`src/rtl/hpd_monitor.sv`:
```
// ============================================================================
// Module   : hpd_monitor
// Summary  : Hot-plug detect monitor with plug/unplug qualification and
//            IRQ low-pulse classification, spacing and pending-IRQ tracking.
// Revision : 1.0
// ============================================================================
`default_nettype none

module hpd_monitor #(
    parameter int SYNC_STAGES   = 2,
    parameter int PLUG_TICKS    = 100,
    parameter int UNPLUG_TICKS  = 200,
    parameter int IRQ_MIN_TICKS = 50,
    parameter int IRQ_MAX_TICKS = 100,
    parameter int SPACING_TICKS = 200,
    parameter int CNT_W         = 16
) (
    input  logic             clk,
    input  logic             rst_n,
    input  logic             hpd_signal,
    input  logic             irq_en,
    input  logic             irq_ack,
    output logic             hpd_detect,
    output logic             hpd_irq,
    output logic             plug_event,
    output logic             unplug_event,
    output logic             irq_dropped,
    output logic             bad_pulse,
    output logic [CNT_W-1:0] irq_count
);

    localparam logic [31:0] C_PLUG    = 32'(PLUG_TICKS);
    localparam logic [31:0] C_UNPLUG  = 32'(UNPLUG_TICKS);
    localparam logic [31:0] C_IRQ_MIN = 32'(IRQ_MIN_TICKS);
    localparam logic [31:0] C_IRQ_MAX = 32'(IRQ_MAX_TICKS);
    localparam logic [31:0] C_SPACING = 32'(SPACING_TICKS);

    typedef enum logic [1:0] {
        S_DISCONNECTED = 2'd0,
        S_PLUG_QUAL    = 2'd1,
        S_CONNECTED    = 2'd2,
        S_LOW_MEAS     = 2'd3
    } state_t;

    logic [SYNC_STAGES-1:0] r_sync;
    logic                   w_hpd_s;

    state_t                 r_state;
    state_t                 w_state_nxt;
    logic [31:0]            r_cnt;
    logic [31:0]            w_cnt_nxt;
    logic [31:0]            w_cnt_inc;
    logic [31:0]            r_spcnt;
    logic [31:0]            w_spcnt_nxt;

    logic                   r_detect;
    logic                   w_detect_nxt;
    logic                   r_irq;
    logic                   w_irq_nxt;
    logic [CNT_W-1:0]       r_count;
    logic [CNT_W-1:0]       w_count_nxt;
    logic                   r_plug;
    logic                   w_plug_nxt;
    logic                   r_unplug;
    logic                   w_unplug_nxt;
    logic                   r_dropped;
    logic                   w_dropped_nxt;
    logic                   r_bad;
    logic                   w_bad_nxt;

    assign w_hpd_s   = r_sync[SYNC_STAGES-1];
    assign w_cnt_inc = r_cnt + 32'd1;

    // Next-state logic. cnt holds the number of hpd_s cycles already spent at
    // the level being measured, so a threshold fires on the cycle the level
    // has been seen for exactly that many cycles.
    always_comb begin
        w_state_nxt   = r_state;
        w_cnt_nxt     = r_cnt;
        w_spcnt_nxt   = (r_spcnt < C_SPACING) ? (r_spcnt + 32'd1) : C_SPACING;
        w_detect_nxt  = r_detect;
        w_irq_nxt     = irq_ack ? 1'b0 : r_irq;
        w_count_nxt   = r_count;
        w_plug_nxt    = 1'b0;
        w_unplug_nxt  = 1'b0;
        w_dropped_nxt = 1'b0;
        w_bad_nxt     = 1'b0;

        case (r_state)
            S_DISCONNECTED: begin
                w_cnt_nxt = 32'd0;
                if (w_hpd_s) begin
                    w_state_nxt = S_PLUG_QUAL;
                    w_cnt_nxt   = 32'd1;
                end
            end

            S_PLUG_QUAL: begin
                if (!w_hpd_s) begin
                    w_state_nxt = S_DISCONNECTED;
                    w_cnt_nxt   = 32'd0;
                end else if (w_cnt_inc >= C_PLUG) begin
                    w_state_nxt  = S_CONNECTED;
                    w_cnt_nxt    = 32'd0;
                    w_detect_nxt = 1'b1;
                    w_plug_nxt   = 1'b1;
                end else begin
                    w_cnt_nxt = w_cnt_inc;
                end
            end

            S_CONNECTED: begin
                w_cnt_nxt = 32'd0;
                if (!w_hpd_s) begin
                    w_state_nxt = S_LOW_MEAS;
                    w_cnt_nxt   = 32'd1;
                end
            end

            S_LOW_MEAS: begin
                if (!w_hpd_s) begin
                    if (w_cnt_inc >= C_UNPLUG) begin
                        w_state_nxt  = S_DISCONNECTED;
                        w_cnt_nxt    = 32'd0;
                        w_detect_nxt = 1'b0;
                        w_irq_nxt    = 1'b0;
                        w_unplug_nxt = 1'b1;
                    end else begin
                        w_cnt_nxt = w_cnt_inc;
                    end
                end else begin
                    // Rising edge: r_cnt is the exact low-pulse length.
                    w_state_nxt = S_CONNECTED;
                    w_cnt_nxt   = 32'd0;
                    if (r_cnt > C_IRQ_MAX) begin
                        w_bad_nxt = 1'b1;
                    end else if (r_cnt >= C_IRQ_MIN) begin
                        if (irq_en && (r_spcnt >= C_SPACING)) begin
                            w_irq_nxt   = 1'b1;
                            w_spcnt_nxt = 32'd0;
                            if (r_count != {CNT_W{1'b1}}) begin
                                w_count_nxt = r_count + {{(CNT_W-1){1'b0}}, 1'b1};
                            end
                        end else begin
                            w_dropped_nxt = 1'b1;
                        end
                    end
                end
            end

            default: begin
                w_state_nxt = S_DISCONNECTED;
                w_cnt_nxt   = 32'd0;
            end
        endcase
    end

    always_ff @(posedge clk) begin
        if (!rst_n) begin
            r_sync    <= '0;
            r_state   <= S_DISCONNECTED;
            r_cnt     <= 32'd0;
            r_spcnt   <= C_SPACING;
            r_detect  <= 1'b0;
            r_irq     <= 1'b0;
            r_count   <= '0;
            r_plug    <= 1'b0;
            r_unplug  <= 1'b0;
            r_dropped <= 1'b0;
            r_bad     <= 1'b0;
        end else begin
            r_sync    <= {r_sync[SYNC_STAGES-2:0], hpd_signal};
            r_state   <= w_state_nxt;
            r_cnt     <= w_cnt_nxt;
            r_spcnt   <= w_spcnt_nxt;
            r_detect  <= w_detect_nxt;
            r_irq     <= w_irq_nxt;
            r_count   <= w_count_nxt;
            r_plug    <= w_plug_nxt;
            r_unplug  <= w_unplug_nxt;
            r_dropped <= w_dropped_nxt;
            r_bad     <= w_bad_nxt;
        end
    end

    assign hpd_detect   = r_detect;
    assign hpd_irq      = r_irq;
    assign irq_count    = r_count;
    assign plug_event   = r_plug;
    assign unplug_event = r_unplug;
    assign irq_dropped  = r_dropped;
    assign bad_pulse    = r_bad;

endmodule

`default_nettype wire

```
`config.mk`:
```
export PLATFORM = sky130hd
export DESIGN_NAME = hpd_monitor
export DESIGN_NICKNAME = d
export VERILOG_FILES = /design/src/rtl/hpd_monitor.sv
export SDC_FILE = /design/constraint.sdc
export NUM_CORES = 1
export LEC_CHECK = 0
export CORE_UTILIZATION = 40
export DETAILED_ROUTE_END_ITERATION = 12
export DONT_BUFFER_PORTS = 1
export GPL_TIMING_DRIVEN = 0
export SYNTH_ARGS = -nofsm -noshare
export SYNTH_HDL_FRONTEND = slang
export SYNTH_SLANG_ARGS = --single-unit
```
`constraint.sdc`:
```
create_clock -name clk -period 2.55 [get_ports clk]
set_input_delay 0.3825 -clock clk [delete_from_list [all_inputs] [get_ports clk]]
set_output_delay 0.3825 -clock clk [all_outputs]
set_load 0.005 [all_outputs]
```
Yosys cells after proc, flatten, opt, wreduce, memory -nomap -nowiden
Cells that the tools add are included.
{"block": "word_totals", "reg_bits": 90, "out_inout_bits": 22, "elab_cells": 83}
{"block": "op_classes", "add_sub_neg": 3, "n_lt_le_gt_ge": 6, "n_eq_ne": 12, "mux": 36, "bitwise": 5, "n_reduce_logical": 10}
{"cell": "$mux W32", "count": 10}
{"cell": "$pmux W32 S4", "count": 1}
{"cell": "$add A32 B1 Y32 const B", "count": 2}
{"cell": "$ge A32 B8 Y1 const B", "count": 2}
{"cell": "$ge A32 B6 Y1 const B", "count": 1}
{"cell": "$ge A32 B7 Y1 const B", "count": 1}
{"cell": "$gt A32 B7 Y1 const B", "count": 1}
{"cell": "$lt A32 B8 Y1 const B", "count": 1}
{"cell": "$mux W1", "count": 17}
{"cell": "$add A16 B1 Y16 const B", "count": 1}
{"cell": "$ne A16 B16 Y1 const B", "count": 1}
{"cell": "$mux W2", "count": 6}
{"cell": "$ne A2 B2 Y1 const B", "count": 6}
{"cell": "$pmux W2 S4", "count": 1}
{"cell": "$ne A3 B3 Y1 const B", "count": 2}
{"cell": "$reduce_and A3 Y1", "count": 2}
{"cell": "$reduce_and A6 Y1", "count": 1}
{"cell": "$not A1 Y1", "count": 5}
{"cell": "$reduce_and A5 Y1", "count": 1}
{"cell": "$reduce_or A5 Y1", "count": 1}
{"cell": "$eq A2 B2 Y1 const B", "count": 2}
{"cell": "$reduce_and A4 Y1", "count": 1}
{"cell": "$reduce_or A3 Y1", "count": 1}
{"cell": "$eq A2 B1 Y1 const B", "count": 1}
{"cell": "other kinds (4)", "count": 4}

Longest topological paths before layout
Gate-level depths: netlist (run 1).
{"block": "logic_depth", "ltp_word": 7, "mapped_depth": 11, "depth_no_buf": 10}

Least setup slack after synthesis (run 1)
Ideal clock, no wire load.
{"block": "synth_timing", "path_type": "reg2reg", "start": "register r_cnt[1]", "end": "register (tool-made name)", "arrival_time_ns": 2.494, "t_required_ns": 2.430, "slack_ns": -0.064, "path_stages_with_launch": 10, "n_path_buf": 0, "synth_period_minus_slack_ns": 2.614, "path_cell_list": "dfxtp_1 -> ha_1 -> and3_4 -> nand4_4 -> or3_4 -> mux2_4 -> o211a_1 -> and4_4 -> and3_1 -> o31a_1"}
{"item": "start: declaration", "line": "50", "source": "logic [31:0] r_cnt;"}
{"item": "start signal: assignment", "line": "174", "source": "r_cnt <= w_cnt_nxt;"}

Worst setup path after layout (run 1)
{"block": "layout_timing", "start": "register r_cnt[13]", "end": "register r_cnt[0]"}
{"block": "layout_via", "elab_chain_cells": 5, "elab_cells_between_ends": 8, "classes_between": "add/sub: 1; order compare: 2; mux: 5"}
{"item": "$add A32 B1 Y32 (*)", "line": "72", "source": "assign w_cnt_inc = r_cnt + 32'd1;"}
{"item": "$ge A32 B8 Y1 or $ge A32 B7 Y1 (tied branches)", "line": "122, 102"}
{"item": "$mux W32 (on tied branches)", "line": "122, 102"}
{"item": "$mux W32 (on tied branches)", "line": "121, 99"}
{"item": "$pmux W32 S4 (*)", "line": "89", "source": "case (r_state)"}
Every way passes the cells marked *; elsewhere a longest branch is shown, timed or not.
A chain may end at the register's enable or synchronous reset.

==> out/qor.csv, run 1 <==
metric;value;unit
status;finished, violations left;
WS Path Type;flip-flop to flip-flop;
Max Freq;0.387;GHz
worst setup margin;-0.0351;ns
DR iter-0 viols;98;
Final Max Tran Viols;0;
io pins;27;
RSZ-0062 raised after global routing;yes;
post-synthesis sequential area ratio;48.1;%
Post-Route WL;7.73;mm
starting density of the core;42.1;%
most frequent cells in the layout;dfxtp_1, conb_1, nand2_1, nor2_1, nand3_1;
clk_skew;0.0200;ns
initial antenna violation count;0;
total gr overflow;0;
nets@finish;475;
cell count after placement;549;
Synth area leaders;dfxtp_1, xnor2_1, and2_1;
DRC;0;
Clock power frac;40.1;%
first-pass GRT wire length;12.5;mm
H-tree Lvls;3;
via count;2967;
Die X;98.8;µm
clk buf depth;2;
Peak VDD IR;288;µV
CP arrival;2.86;ns
num rows;34;
IO buf count;0;
Antenna diodes;0;
Netlist cell types;61;
most common cell after layout, fill and taps aside;dfxtp_1;
failing checks;negative setup slack;
hold_buf cts;0;
router iterations before antenna repair;4;
Final min period;2.59;ns
via-per-instance ratio;5.13;
Worst Setup Start Kind;flip-flop;
GR Util All Layers;16.2;%
Mapped Cells;394;
Final GP Congestion;0.852;
Yosys reg bits;90;
routed len/inst;13.4;µm
setup tns final;-0.0406;ns
Setup-failing EPs final;2;
Die ar.;9760;µm²
Synth warnings;0;
Hold Fails Final Rpt;0;
Clock transition at path regs;0.09;ns
Most used DFF post-synth;dfxtp_1;
Net Sw Power;572;µW
critical path fanouts, max;7;
Logic pwr share;3.0;%
Non-Filler Instances;578;
Sequential Power Share;56.9;%
EDFF count, synth;0;
core area;8890;µm²
P_int;2040;µW
share of post-route cells with drive strength above 1;18.7;%
P_leak;0.00176;µW
die height;98.8;µm
clk sink count;90;
largest area contributor in the netlist;dfxtp_1;
mean area per synthesized cell;9.51;µm²
Worst-Skew Late Latency;0.35;ns
clock root cell;clkbuf_8;
HP Class;primary input to flip-flop;
Post-Syn Area;3750;µm²
vias in the first global route;2643;
share of the synthesized area in the top cell type;48.1;%
power per cell area;571;nW/µm²
FFs w/ async S/R, synth;0;%
TritonCTS buffer count;9;
max_cap viols;0;
largest net degree at the start of global routing;16;
CP required;2.83;ns
HPWL after DPL;5.20;mm
post-route ant nets;0;
final worst path period share;101;%
area grow syn2layout;22.2;%
Critical Path End Type;flip-flop;
Switching Share;21.9;%
CTS tree;built;
## logic make-up (layout without fill, tap and decap cells)
kind of cell	count (synthesis)	count (layout)	synth area share (%)
flip-flops	90	90	48.1
other	1	48	0.100
AND/OR/NAND/NOR	175	175	26.9
XOR/XNOR	28	28	6.55
AO/OA/AOI/OAI	62	62	12.0
adder cells (fa/ha/maj)	5	5	1.67
buffers and inverters	28	57	3.17
multiplexers	5	5	1.50
## layout make-up
class                   instances  area (µm²)
fillers                       813        4310
inverters                      15        56.3
clock inverters                 5        86.3
clock buffers                  11         131
flip-flops and latches         90        1830
repair buffers                 15         116
multi-input cells             323        2150
plain buffers                  11        73.8
well taps                     108         135
## per-layer routing
layer  vias to the layer above  part of all wire (%)  GRT usage [%]
met5                         -                     0              0
met1                      1405                    48           20.9
met2                        36                    48           26.8
li1                       1514                     -              -
met3                        12                   2.6           2.70
met4                         0                   1.7           6.89
## critical path: stages (launching register included)
cell and delay [ns]:
dfxtp_2 0.39, and3_1 0.16, buf_4 0.14, nand4_1 0.25, buf_4 0.23, nor3_1 0.22
xnor2_1 0.16, o221a_2 0.22, nand4_1 0.19, or3_1 0.43, a21oi_2 0.12
## sequential cells by signal, summed over array words and instances (netlist names), named ones only
name          count
irq_count        16
plug_event        1
unplug_event      1
r_spcnt          32
hpd_irq           1
r_state           1
r_cnt            32
r_sync            2
bad_pulse         1
irq_dropped       1
hpd_detect        1
## Yosys cell counts (all sizes together) (2+ instances only)
| cell | number |
|---|---|
| dfxtp | 90 |
| nand2 | 27 |
| nor2 | 25 |
| nand3 | 22 |
| and2 | 19 |
| and3 | 15 |
| inv | 15 |
| nor4 | 15 |
| o21ai | 15 |
| xnor2 | 15 |
| nor3 | 14 |
| nand4 | 13 |
| xor2 | 13 |
| or3 | 9 |
| a21oi | 8 |
| buf | 7 |
| a21boi | 6 |
| clkbuf | 6 |
| and4 | 5 |
| ha | 5 |
| a211oi | 3 |
| a31oi | 3 |
| mux2i | 3 |
| nor2b | 3 |
| o21a | 3 |
| o31a | 3 |
| a2111oi | 2 |
| a31o | 2 |
| mux2 | 2 |
| nand2b | 2 |
| nand4b | 2 |
| o2111ai | 2 |
| o211a | 2 |
| o311a | 2 |
| o31ai | 2 |
| o41ai | 2 |
## per-stage QoR
| step | utilization [%] | instance area [µm²] | power, µW | hold slack, ns | worst slack [ns] |
|---|---|---|---|---|---|
| 2_1_floorplan | - | 3940 | 1560 | 0.412 | 0.0536 |
| 5_1_grt | 51.5 | 4580 | 2740 | 0.113 | -0.158 |
| 3_5_place_dp | 45.8 | 4070 | 1590 | 0.428 | -0.209 |
| 6_report | 51.5 | 4580 | 2610 | 0.122 | -0.0351 |
| 3_3_place_gp | 45.8 | 4070 | 1580 | 0.428 | -0.192 |
| 4_1_cts | 50.3 | 4470 | 2640 | 0.109 | -0.0000997 |
## power by group through the flow
stage	Clock (µW)	Combinational [µW]	Sequential (µW)
floorplan	0	57.8	1510
global placement	0	70.0	1510
detailed placement	0	70.8	1520
CTS	1080	74.9	1490
global route	1160	90.7	1490
finish	1050	78.7	1490
## worst paths after layout
check	depth (start not counted)	start	end	slack (ns)
max	10	r_cnt[13]	r_cnt[0]	-0.04
min	1	irq_ack	hpd_irq	0.12
max reg2reg	10	r_cnt[13]	r_cnt[0]	-0.04
min reg2reg	1	r_sync[0]	r_sync[1]	0.46
## timing repair
item,in CTS,in global routing
gates cloned,1,0
setup endpoints to repair,21,27
pin swaps,9,17
buffers inserted,10,4
gates resized for setup,34,23
No activity file was read; power rests on OpenSTA's default activity.
==> run 2, diff against run 1 <==
- CORE_UTILIZATION: 40 -> 56
- PLACE_DENSITY: unset -> 0.74
==> out/qor.csv, run 2 (synthesized netlist as in run 1, its figures left out) <==
metric;value;unit;change
Die ar.;7020;µm²;-28%
final worst path period share;100;%;-1.1 points
Multi-input gate area;2200;µm²;+2.4%
Final Max Tran Viols;0;;unchanged
Worst-Skew Late Latency;0.37;ns;+0.02 ns
hold_buf cts;0;;unchanged
Critical Path End Type;flip-flop;;
Worst Setup Start Kind;flip-flop;;
Non-Filler Instances;547;;-5.4%
DR iter-0 viols;163;;+66%
most common cell after layout, fill and taps aside;dfxtp_1;;
area grow syn2layout;21.0;%;
total gr overflow;0;;unchanged
Die X;83.8;µm;-15%
DRC;0;;unchanged
WS Path Type;flip-flop to flip-flop;;
IO buf count;0;;unchanged
via-per-instance ratio;5.61;;+9.3%
worst setup margin;-0.00780;ns;+0.0273 ns
CTS tree;built;;
H-tree Lvls;3;;unchanged
TritonCTS buffer count;9;;unchanged
HP Class;primary input to flip-flop;;
worst slack, placed;-0.139;ns;+0.0695 ns
GR Util All Layers;21.7;%;+5.5 points
largest net degree at the start of global routing;16;;unchanged
GR peak layer;met2;;
clk buf depth;2;;unchanged
Antenna diodes;0;;unchanged
first-pass GRT wire length;12.3;mm;-2.0%
num rows;29;;-15%
most frequent cells in the layout;dfxtp_1, conb_1, nand2_1, nor2_1, nand3_1;;
Peak VDD IR;422;µV;+47%
RSZ-0062 raised after global routing;yes;;
nets@finish;475;;unchanged
max_cap viols;0;;unchanged
via count;3070;;+3.5%
power per cell area;539;nW/µm²;-5.6%
CP arrival;2.81;ns;-0.05 ns
Hold Fails Final Rpt;0;;unchanged
post-route cell area;4530;µm²;-0.96%
Max Freq;0.391;GHz;+1.1%
starting density of the core;58.7;%;+17 points
CP required;2.80;ns;-0.03 ns
M1 GR Usage;28.2;%;+7.3 points
router iterations before antenna repair;4;;unchanged
area post-placement;4030;µm²;-0.95%
Post-Route WL;7.66;mm;-0.80%
HPWL after DPL;5.00;mm;-3.8%
die height;83.8;µm;-15%
Final GP Congestion;0.880;;+3.3%
# fillers;486;;-40%
Final min period;2.56;ns;-0.0273 ns
post-route ant nets;0;;unchanged
clk_skew;0.0133;ns;-0.00666 ns
cell count after placement;518;;-5.6%
clk sink count;90;;unchanged
clock root cell;clkbuf_8;;
failing checks;negative setup slack;;
P_leak;0.00175;µW;-0.16%
status;finished, violations left;;
core area;6390;µm²;-28%
initial antenna violation count;0;;unchanged
storage element area;1830;µm²;-0.14%
share of post-route cells with drive strength above 1;19.1;%;+0.43 points
critical path fanouts, max;6;;-1
met2 Track Usage GR;34.7;%;+7.8 points
Setup-failing EPs final;1;;-1
routing usage on met3;6.43;%;+3.7 points
setup tns final;-0.00780;ns;+0.0328 ns
io pins;27;;unchanged
routed len/inst;14.0;µm;+4.8%
Clock transition at path regs;0.09;ns;about the same
vias in the first global route;2704;;+2.3%
worst hold slack;0.0997;ns;-0.0224 ns
run 2: changes by cell type in the layout (fill, tap and decap cells not counted), sizes merged:
| cell | change |
|---|---|
| bufinv | -2 |
| clkinv | +2 |
| buf | +2 |
| clkbuf | -2 |
run 2: path summary, 6_finish.rpt:
path | startpoint | endpoint | slack [ns] | cells past startpoint
max | r_cnt[1] | flip-flop | -0.008 | 9
min | irq_ack | hpd_irq | 0.1 | 1
max reg2reg | r_cnt[1] | flip-flop | -0.008 | 9
min reg2reg | r_sync[0] | r_sync[1] | 0.45 | 1
run 2: worst max-delay path, cell delays in order, from the launching register on:
cell and delay (ns):
dfxtp_4 0.37, ha_4 0.16, and3_4 0.21, nand4_4 0.14, or3_4 0.41, mux2_4 0.30, o211a_1 0.24, and4_4 0.22
and3_4 0.17, o31a_1 0.24
run 2: power breakdown:
group | total, µW | switching [µW] | leakage [µW] | internal [µW]
clock | 866 | 505 | 0.0000814 | 361
sequential | 1490 | 41.1 | 0.000747 | 1450
combinational | 86.9 | 50.0 | 0.000926 | 36.9
run 2: timing repair:
action / in CTS / in global routing
resized for setup: 14 / 48
setup buffers: 6 / 7
gates cloned: 0 / 1
setup endpoints to repair: 18 / 27
pin swaps: 3 / 16
run 2: layout make-up:
cell class | instances | share of cell area [%]
Buffer | 12 | 1.77
Clock buffer | 11 | 2.90
Sequential cell | 90 | 40.4
Multi-Input combinational cell | 323 | 48.5
Timing Repair Buffer | 14 | 2.26
Inverter | 15 | 1.24
Tap cell | 77 | 2.12
Clock inverter | 5 | 0.883
run 2: through the flow:
step	util (%)	power (µW)
2_1_floorplan	-	1560
3_3_place_gp	63.2	1580
3_5_place_dp	63.2	1590
4_1_cts	67.3	2440
5_1_grt	71.0	2530
6_report	71.0	2440
run 2: routing by layer:
layer  routed length, µm  part of all wire (%)  vias up
li1                    -                     -     1511
met1                3590                    47     1475
met2                3610                    47       70
met3                 337                   4.4       14
met4                 129                   1.7        0
met5                   0                     0        -
==> run 3, diff against run 2 <==
- CORE_MARGIN: unset -> 2
- SKIP_CTS_REPAIR_TIMING: unset -> 1
==> out/qor.csv, run 3 (synthesized netlist as in run 1, its figures left out) <==
metric;value;unit;change
IO buf count;0;;unchanged
CTS tree;built;;
via count;3017;;-1.7%
H-tree Lvls;3;;unchanged
# fillers;483;;-0.62%
clk buf depth;2;;unchanged
DR iter-0 viols;183;;+12%
Post-Route WL;7.86;mm;+2.6%
routed len/inst;14.4;µm;+3.1%
status;finished, violations left;;
worst hold slack;0.102;ns;+0.00186 ns
Hold Fails Final Rpt;0;;unchanged
area grow syn2layout;22.0;%;
HP Class;primary input to flip-flop;;
critical path fanouts, max;10;;+4
Worst R2R Setup Slack;-0.14;ns;-0.13 ns
Die X;85.8;µm;+2.4%
worst setup margin;-0.139;ns;-0.132 ns
initial antenna violation count;0;;unchanged
nets@finish;472;;-0.63%
router iterations before antenna repair;9;;+5
Final min period;2.69;ns;+0.132 ns
largest net degree at the start of global routing;17;;+1
clk sink count;90;;unchanged
final worst path period share;105;%;+5.2 points
Clock transition at path regs;0.10;ns;about the same
CP required;2.83;ns;+0.03 ns
Setup-failing EPs final;12;;+11
CP max stage delay;0.42;ns;about the same
DRC;3;;+3
total gr overflow;0;;unchanged
Final GP Congestion;0.875;;-0.52%
Max Freq;0.372;GHz;-4.9%
Die ar.;7360;µm²;+4.8%
post-route ant nets;0;;unchanged
Peak VDD IR;490;µV;+16%
most frequent cells in the layout;dfxtp_1, conb_1, nand2_1, nor2_1, nand3_1;;
TritonCTS buffer count;9;;unchanged
vias in the first global route;2742;;+1.4%
most common cell after layout, fill and taps aside;dfxtp_1;;
CP max-delay cell;dfxtp_1;;
GR Util All Layers;20.8;%;-0.91 points
storage element area;1820;µm²;-0.62%
CP arrival;2.97;ns;+0.16 ns
max_cap viols;0;;unchanged
core area;6420;µm²;+0.57%
CP most frequent cell;nand4_1;;
crit path cell chain;clkbuf_4 > nand4_1 > nor2_4 > nand4_1 > nor3_1 > o221a_2 > nand4_1 > or3_1 > a21oi_2;;
clk_skew;0.0113;ns;-0.00208 ns
Worst slew margin;62.0;%;
num rows;29;;unchanged
power per cell area;600;nW/µm²;+11%
Worst Setup Start Kind;flip-flop;;
RSZ-0062 raised after global routing;yes;;
Worst-Skew Late Latency;0.35;ns;-0.02 ns
starting density of the core;58.3;%;-0.33 points
Slew @ Worst Pin;0.570;ns;
HPWL after DPL;5.17;mm;+3.4%
CP delay by family, top;simple AND/OR/NAND/NOR gates;;
setup tns final;-0.602;ns;-0.594 ns
failing checks;design-rule violations, negative setup slack;;
Critical Path End Type;flip-flop;;
Multi-input gate area;2190;µm²;-0.46%
first-pass GRT wire length;12.2;mm;-0.39%
Final Max Tran Viols;0;;unchanged
share of post-route cells with drive strength above 1;18.6;%;-0.52 points
WS Path Type;flip-flop to flip-flop;;
P_leak;0.00176;µW;+0.46%
clock root cell;clkbuf_8;;
die height;85.8;µm;+2.4%
Bufs and invs on worst path;1;;+1
Antenna diodes;0;;unchanged
via-per-instance ratio;5.55;;-1.2%
io pins;27;;unchanged
[run 3: changes by cell type in the layout (fill, tap and decap cells not counted), sizes merged]
cell	before	now
buf	21	17
bufinv	0	3
clkbuf	16	15
clkinv	2	0
inv	16	17
[run 3: worst reg2reg max path, delay by kind of cell, from the launching register on]
family / cells / cell delay, ns
and+or+nand+nor: 6 / 1.61
DFF: 1 / 0.42
AOI/OAI and AO/OA: 2 / 0.37
buffers and inverters: 1 / 0.24
[run 3: path summary, 6_finish.rpt]
check,start,endpoint,cells past startpoint
setup / recovery,r_cnt[3],r_cnt[0],9
hold / removal,irq_ack,hpd_irq,1
setup reg to reg,r_cnt[3],r_cnt[0],9
hold reg to reg,r_sync[0],r_sync[1],1
[run 3: metal layers]
layer / global-route usage [%] / vias up / part of all wire [%]
met1: 26.9 / 1419 / 46
met3: 4.91 / 12 / 4.1
met4: 8.23 / 0 / 1.7
li1: - / 1514 / -
met5: 0 / - / 0
met2: 33.5 / 72 / 48
[run 3: power by group]
group / leakage [µW] / internal [µW] / switching (µW)
Sequential: 0.000746 / 1450 / 38.3
Combinational: 0.000898 / 33.5 / 49.2
Clock: 0.000118 / 661 / 511
Total: 0.00176 / 2140 / 598
[run 3: final cells by class]
cell class / count / area share (%)
inverters: 15 / 1.29
repair buffers: 12 / 1.92
clock buffers: 9 / 2.71
multi-input cells: 323 / 47.9
clock inverters: 7 / 2.74
flip-flops and latches: 90 / 39.8
plain buffers: 11 / 1.59
well taps: 77 / 2.11
[run 3: metrics by stage]
stage / instance area (µm²) / utilization (%) / setup WS, ns / power (µW) / instances
floorplan: 3940 / - / 0.0536 / 1560 / 441
global placement: 4030 / 62.8 / -0.178 / 1580 / 518
detailed placement: 4030 / 62.8 / -0.207 / 1590 / 518
CTS: 4280 / 66.7 / -0.250 / 2750 / 534
global route: 4570 / 71.2 / -0.285 / 2840 / 544
finish: 4570 / 71.2 / -0.139 / 2740 / 544
